--- config.mk ---
export PLATFORM = sky130hd
export DESIGN_NAME = mux_channel_scanner
export DESIGN_NICKNAME = d
export VERILOG_FILES = /design/src/rtl/mux_scan_pkg.sv /design/src/rtl/dwell_timer.sv /design/src/rtl/mux_channel_scanner.sv
export SDC_FILE = /design/constraint.sdc
export NUM_CORES = 1
export LEC_CHECK = 0
export ABC_CLOCK_PERIOD_IN_PS = 2300
export BUFFER_PORTS_ARGS = -buffer_cell sky130_fd_sc_hd__buf_2
export CAP_MARGIN = 20
export CORE_MARGIN = 1.5
export CORE_UTILIZATION = 40
export DETAILED_ROUTE_END_ITERATION = 8
export PLACE_DENSITY = 0.64
export SYNTH_ARGS = -nofsm -noshare
export SYNTH_HDL_FRONTEND = slang
export SYNTH_HIERARCHICAL = 1
export SYNTH_SLANG_ARGS = --single-unit
--- constraint.sdc ---
create_clock -name clk -period 2.3 [get_ports clk]
set_input_delay 0.345 -clock clk [delete_from_list [all_inputs] [get_ports clk]]
set_output_delay 0.345 -clock clk [all_outputs]
set_load 0.05 [all_outputs]
--- src/rtl/mux_scan_pkg.sv ---
// Shared encodings for the multiplexed channel scanner.
package mux_scan_pkg;

    localparam logic [1:0] MODE_MANUAL = 2'b00;
    localparam logic [1:0] MODE_CONT   = 2'b01;
    localparam logic [1:0] MODE_SINGLE = 2'b10;

    typedef enum logic {
        IDLE = 1'b0,
        SCAN = 1'b1
    } state_t;

    function automatic logic is_scan_mode(input logic [1:0] m);
        return (m == MODE_CONT) || (m == MODE_SINGLE);
    endfunction

endpackage

--- src/rtl/dwell_timer.sv ---
// Per-channel dwell counter: counts 0..DWELL-1 and ticks at the terminal count.
module dwell_timer #(
    parameter int DWELL = 4
) (
    input  logic clk,
    input  logic rst,
    input  logic clr,
    input  logic en,
    output logic tick
);

    localparam int CW = (DWELL > 1) ? $clog2(DWELL) : 1;
    localparam logic [CW-1:0] LAST = CW'(DWELL - 1);

    logic [CW-1:0] cnt;

    assign tick = en && (cnt == LAST);

    always_ff @(posedge clk or posedge rst) begin
        if (rst) begin
            cnt <= '0;
        end else if (clr) begin
            cnt <= '0;
        end else if (en) begin
            cnt <= (cnt == LAST) ? '0 : cnt + 1'b1;
        end
    end

endmodule

--- src/rtl/mux_channel_scanner.sv ---
// CH:1 registered channel selector with manual, continuous-scan and
// single-sweep modes; the FSM and index counter live here.
module mux_channel_scanner
    import mux_scan_pkg::*;
#(
    parameter int CH    = 8,
    parameter int W     = 1,
    parameter int DWELL = 4,
    localparam int IW   = $clog2(CH)
) (
    input  logic          clk,
    input  logic          rst,
    input  logic [CH*W-1:0] din,
    input  logic [IW-1:0] sel,
    input  logic [1:0]    mode,
    input  logic          start,
    input  logic          stop,
    output logic [W-1:0]  y,
    output logic [IW-1:0] ch_idx,
    output logic          valid,
    output logic          busy,
    output logic          done
);

    localparam logic [IW:0]   CH_W = (IW + 1)'(CH);
    localparam logic [IW-1:0] LAST = IW'(CH - 1);

    state_t        state, state_n;
    logic [IW-1:0] idx, idx_n;
    logic [1:0]    mode_q, mode_n;
    logic [W-1:0]  y_n;
    logic [IW-1:0] ch_n;
    logic          valid_n, busy_n, done_n;
    logic          clr, en, tick;

    dwell_timer #(.DWELL(DWELL)) u_timer (
        .clk  (clk),
        .rst  (rst),
        .clr  (clr),
        .en   (en),
        .tick (tick)
    );

    always_ff @(posedge clk or posedge rst) begin
        if (rst) begin
            state  <= IDLE;
            idx    <= '0;
            mode_q <= MODE_MANUAL;
            y      <= '0;
            ch_idx <= '0;
            valid  <= 1'b0;
            busy   <= 1'b0;
            done   <= 1'b0;
        end else begin
            state  <= state_n;
            idx    <= idx_n;
            mode_q <= mode_n;
            y      <= y_n;
            ch_idx <= ch_n;
            valid  <= valid_n;
            busy   <= busy_n;
            done   <= done_n;
        end
    end

    always_comb begin
        state_n = state;
        idx_n   = idx;
        mode_n  = mode_q;
        y_n     = y;
        ch_n    = ch_idx;
        valid_n = valid;
        busy_n  = busy;
        done_n  = 1'b0;
        clr     = 1'b0;
        en      = 1'b0;
        unique case (state)
            IDLE: begin
                if (start && !stop && is_scan_mode(mode)) begin
                    state_n = SCAN;
                    mode_n  = mode;
                    idx_n   = '0;
                    clr     = 1'b1;
                    busy_n  = 1'b1;
                    valid_n = 1'b0;
                end else begin
                    busy_n = 1'b0;
                    ch_n   = sel;
                    // Out-of-range selects read as zero and are flagged invalid.
                    if ({1'b0, sel} < CH_W) begin
                        y_n     = din[int'(sel)*W +: W];
                        valid_n = 1'b1;
                    end else begin
                        y_n     = '0;
                        valid_n = 1'b0;
                    end
                end
            end
            SCAN: begin
                if (stop) begin
                    state_n = IDLE;
                    idx_n   = '0;
                    clr     = 1'b1;
                    busy_n  = 1'b0;
                    valid_n = 1'b0;
                end else begin
                    en      = 1'b1;
                    valid_n = 1'b0;
                    if (tick) begin
                        y_n     = din[int'(idx)*W +: W];
                        ch_n    = idx;
                        valid_n = 1'b1;
                        if (idx == LAST) begin
                            idx_n = '0;
                            if (mode_q == MODE_SINGLE) begin
                                done_n  = 1'b1;
                                state_n = IDLE;
                                busy_n  = 1'b0;
                            end
                        end else begin
                            idx_n = idx + 1'b1;
                        end
                    end
                end
            end
            default: state_n = IDLE;
        endcase
    end

endmodule
# Word level (Yosys, flattened, before mapping)
# Cells that the tools add are included.
dict set report word_totals {
  output_inout_bits 7
  elab_cells 76
  ff_bits 15
  input_bits 17
}
dict set report op_classes {
  shift 2
  eq_ne 12
  reduce_logical 10
  mux 40
  n_addsub 2
  bitwise 1
}
# cell n
set ops {}
lappend ops {{1-bit 2-to-1 mux} 23}
lappend ops {{3-bit 2-to-1 mux} 7}
lappend ops {{8-bit by 4-bit indexed part select with 1-bit output} 2}
lappend ops {{3-bit one-hot mux with 2 select lines} 2}
lappend ops {{1-bit one-hot mux with 2 select lines} 5}
lappend ops {{3-bit by 2-bit != test with 1-bit output (second input constant)} 3}
lappend ops {{2-bit equality test (second input constant)} 3}
lappend ops {{2-bit 2-to-1 mux} 3}
lappend ops {{2-bit != test (second input constant)} 3}
lappend ops {{3-bit AND reduction} 2}
lappend ops {{2-bit AND reduction} 2}
lappend ops {{3-bit by 1-bit adder with 3-bit output (second input constant)} 1}
lappend ops {{3-bit equality test (second input constant)} 1}
lappend ops {{1-bit logical AND} 3}
lappend ops {{2-bit by 1-bit adder with 2-bit output (second input constant)} 1}
lappend ops {{2-bit by 1-bit equality test with 1-bit output (second input constant)} 1}
lappend ops {{2-bit by 1-bit != test with 1-bit output (second input constant)} 1}
lappend ops {{2-bit nonzero test} 1}
lappend ops {{1-bit zero test} 1}
lappend ops {{1-bit logical OR} 1}
lappend ops {{1-bit inverter} 1}

# Longest topological paths before layout
dict set report logic_depth {
  ltp_word 6
  depth_mapped 7
  depth_no_buf 6
}

# By module
# The synthesis kept the hierarchy.
# mod seq_area_each_um2 instances cells_per_inst area_per_inst_um2
set by_module_without_submodules {}
lappend by_module_without_submodules {mux_channel_scanner 325.3 1 62 691.9}
lappend by_module_without_submodules {dwell_timer 50.0 1 10 110.1}

# Least setup slack after synthesis
# Ideal clock, no wire load.
dict set report synth_path {
  path_type {reg-to-reg}
  startpoint {register state}
  endpoint {register ch_idx[1]}
  setup_time_ns 0.125
  period_less_slack_ns 1.938
  path_slack_ns 0.362
  path_stages_with_launch 7
  n_path_buf 1
  required_time_ns 2.175
  arrival_time_ns 1.813
  cell_sequence {dfrtp_1 buf_6 nor2b_1 and2_1 nand2b_1 a32oi_2 mux2_2}
}
dict set report synth_via {
  elab_chain_cells 4
  elab_cells_between_ends 8
  classes_between {eq/ne (3); mux (2); bitwise (1); reduce/logical (2)}
}
# element line
set synth_lines {}
lappend synth_lines {{start: declaration} mux_channel_scanner.sv:28} ;# state_t state, state_n;
lappend synth_lines {{start signal: assignment} mux_channel_scanner.sv:55} ;# state <= state_n;
lappend synth_lines {{1-bit 2-to-1 mux} mux_channel_scanner.sv:77} ;# unique case (state)
lappend synth_lines {{net en} mux_channel_scanner.sv:34} ;# logic clr, en, tick;
lappend synth_lines {{1-bit logical AND} dwell_timer.sv:17} ;# assign tick = en && (cnt == LAST);
lappend synth_lines {{net tick} mux_channel_scanner.sv:34}
lappend synth_lines {{2-bit by 1-bit != test with 1-bit output (no line)} --}
lappend synth_lines {{3-bit AND reduction (no line)} --}
lappend synth_lines {{end signal: assignment} mux_channel_scanner.sv:59} ;# ch_idx <= ch_n;
lappend synth_lines {{end: declaration} mux_channel_scanner.sv:19} ;# output logic [IW-1:0] ch_idx,
# The timed path passes the listed nets, and every way through them passes these cells.
# A chain may end at the register's enable or synchronous reset.

# Worst setup path in the final report
# Same ends and word-level chain as after synthesis.

==> results.toml <==
[status]
status = "complete, no violations"

[routing]
drc_errors = 0
ant_nets = 0
drt-vias-per-instance = 4.91
drtIter0Drc = 5
wl_um = 1640
drt_pass1_iterations = 4
vias = 628
wl_per_cell_um = 12.8

[worst_setup_path]
cp-end-kind = "register"
r2r_slack_ps = 480
crit_fanout = 10
r2r-end = "ch_idx[1]"
critPathArrivalTime_ps = 1990
critPathKind = "reg -> reg"
crit_required_ps = 2480
reg2reg_depth = 5
start_kind = "register"
reg2reg_from = "state"

[clock_network]
clk_pin_slew_ps = 90
cts_resized = 0
clk_latency_ps = 280
cts_buffers = 3
post-cts-setup-buffers = 0
clock_sinks = 15
cts_tree = "built"
hold_buffers = 1
htreeDepth = 1
root_buffer = "clkbuf_4"
clk_path_buf_depth = 2

[synthesis]
synth-compound-area-share_pct = 10.6
yosysMostFrequentCell = "dfrtp_1"
ys_seq_area_share_pct = 46.8
synthCells = 72
ys_ff_latch = 15
synth.area.top_cells = "dfrtp_1, mux4_1, ha_1"
synth-edff-count = 0
syn_avg_cell_area_um2 = 11.1
synthMuxAreaShare_pct = 16.2
syn-cell-area_um2 = 802
ys_types = 26
syn-num-nets = 93
ys.flop_type = "dfrtp_1"
synth_top_family_by_area = "simple AND/OR/NAND/NOR gates"
synth_xor_xnor_area_share_pct = 1.09
ys_top_cells_by_count = "dfrtp_1, nand2_1, nor2_1"
synth_top_cell_area_share_pct = 46.8
ys_warn_count = 6
synth_top_area_cell = "dfrtp_1"
synth_fa_ha_area_share_pct = 6.24
synthArstFlopShare_pct = 100
yosys.area_share.simple_pct = 16.2

[timing]
period_share_pct = 79.0
hold_slack_ps = 308
setup_tns_ps = 0
finalWorstSetupSlack_ps = 483
layout_min_cycle_time_ps = 1820
rsz0062_at_grt = "false"
fmax_ghz = 0.550
skew_ps = 6.37
finalHoldViolCount = 0
slew_headroom_pct = 66.4
finalSetupViolCount = 0
worst_pin_slew_ps = 504
maxSlewViolCount = 0

[hold_path]
holdCritStartpoint = "mode[0]"
min_path_type = "in -> reg"
holdPathStages = 2
hold_end = "mode_q[1]"

[floorplan]
start_util_pct = 41.7
rows = 16
die_x_um = 47.8
die_y_um = 47.8
core_um2 = 1920
io-pin-count = 24
die-area_um2 = 2280

[placed_design]
port_buffers = 23
place_congestion = 0.739
dp_slack_ps = 510
dp_hpwl_um = 1330

[pwr]
p_comb_share_pct = 29.2
powerDensity_nw_per_um2 = 677
p_sw_share_pct = 34.3
p_sw_w = 0.000230
clockPowerShare_pct = 22.3
p_int_w = 0.000441
peakVddDrop_mv = 0.313
power.leakage_nw = 0.507
finalPower_w = 0.000671
seqPwrFrac_pct = 48.6

[global_routing]
grt_max_degree = 14
track_usage_pct = 16.8
antenna_found_initial = 0
grt_pass1_vias = 568
grt_pass1_wl_um = 2580
overflow = 0

[layout]
n_antenna_cell = 0
fin_nets = 123
drive_above_1_share_pct = 34.7
area_growth_pct = 23.6
fill_cells = 198

[job]
maxCapViolations = 0
## cell families after synthesis
family / after synthesis
fa+ha+maj: 4
compound gates: 12
buf+inv: 4
xor+xnor: 1
simple gates: 27
flops: 15
mux: 9
## worst max-delay path by stage
stage                     startpoint   endpoint  depth (start not counted)
after global routing           state  ch_idx[1]                          5
final                          state  ch_idx[1]                          5
after CTS                      state  ch_idx[1]                          5
after detailed placement       state  ch_idx[1]                          5
after floorplan                state  ch_idx[1]                          6
after global placement         state  ch_idx[1]                          5
## metrics by stage
step / area, um2 / utilization, % / instances
after detailed placement: 955 / 49.7 / 123
final: 991 / 51.6 / 128
after global placement: 955 / 49.7 / 123
after floorplan: 802 / - / 72
after global routing: 991 / 51.6 / 128
after CTS: 991 / 51.6 / 128
## per-layer routing
layer | global-route usage (%) | share of wire [%]
met5 | 0 | 0
met2 | 28.3 | 54
met1 | 20.9 | 43
met3 | 3.40 | 2.3
met4 | 6.49 | 0.55
## critical path, cell delays in order (launching register included)
cell      delay (ps)
dfrtp_1          580
nor2b_1          210
and2_1           260
nand2b_1         110
a32oi_2          190
mux2_2           350
## power by group through the flow
stage / Sequential [W] / Clock, W / Combinational (W)
3_3_place_gp: 0.000329 / 0 / 0.000193
6_report: 0.000326 / 0.000150 / 0.000196
5_1_grt: 0.000332 / 0.000172 / 0.000214
4_1_cts: 0.000327 / 0.000164 / 0.000199
2_1_floorplan: 0.000388 / 0 / 0.0000842
3_5_place_dp: 0.000332 / 0 / 0.000197
## cell usage in the layout (no fill, tap or decap)
master          n
buf_2          23
dfrtp_1        15
nand2_1         9
nor2_1          6
nand3_1         4
mux2i_1         4
ha_1            4
a21oi_1         3
o21ai_0         3
inv_1           3
clkbuf_4        3
mux2_2          2
nand2b_1        2
and2_1          2
mux4_1          2
buf_4           2
xor2_1          1
a32oi_2         1
mux2_4          1
nor2b_1         1
o31ai_1         1
a21bo_2         1
and3_1          1
and3_2          1
a31oi_1         1
o22ai_1         1
clkbuf_1        1
dlygate4sd3_1   1
or3b_1          1
a21oi_2         1
## state kept, by name, indices dropped and copies added, names as in the netlist, 2 cells and up
register	flops
ch_idx	3
idx	3
mode_q	2
u_timer/cnt	2
## area by class of cell
class	instances	area, um2	share of cell area (%)
multi-input combinational	53	404	40.8
sequential	15	375	37.9
timing repair buffer	26	140	14.1
tap	27	33.8	3.41
clock buffer	4	26.3	2.65
inverter	3	11.3	1.14
No activity file was read; power rests on OpenSTA's default activity.
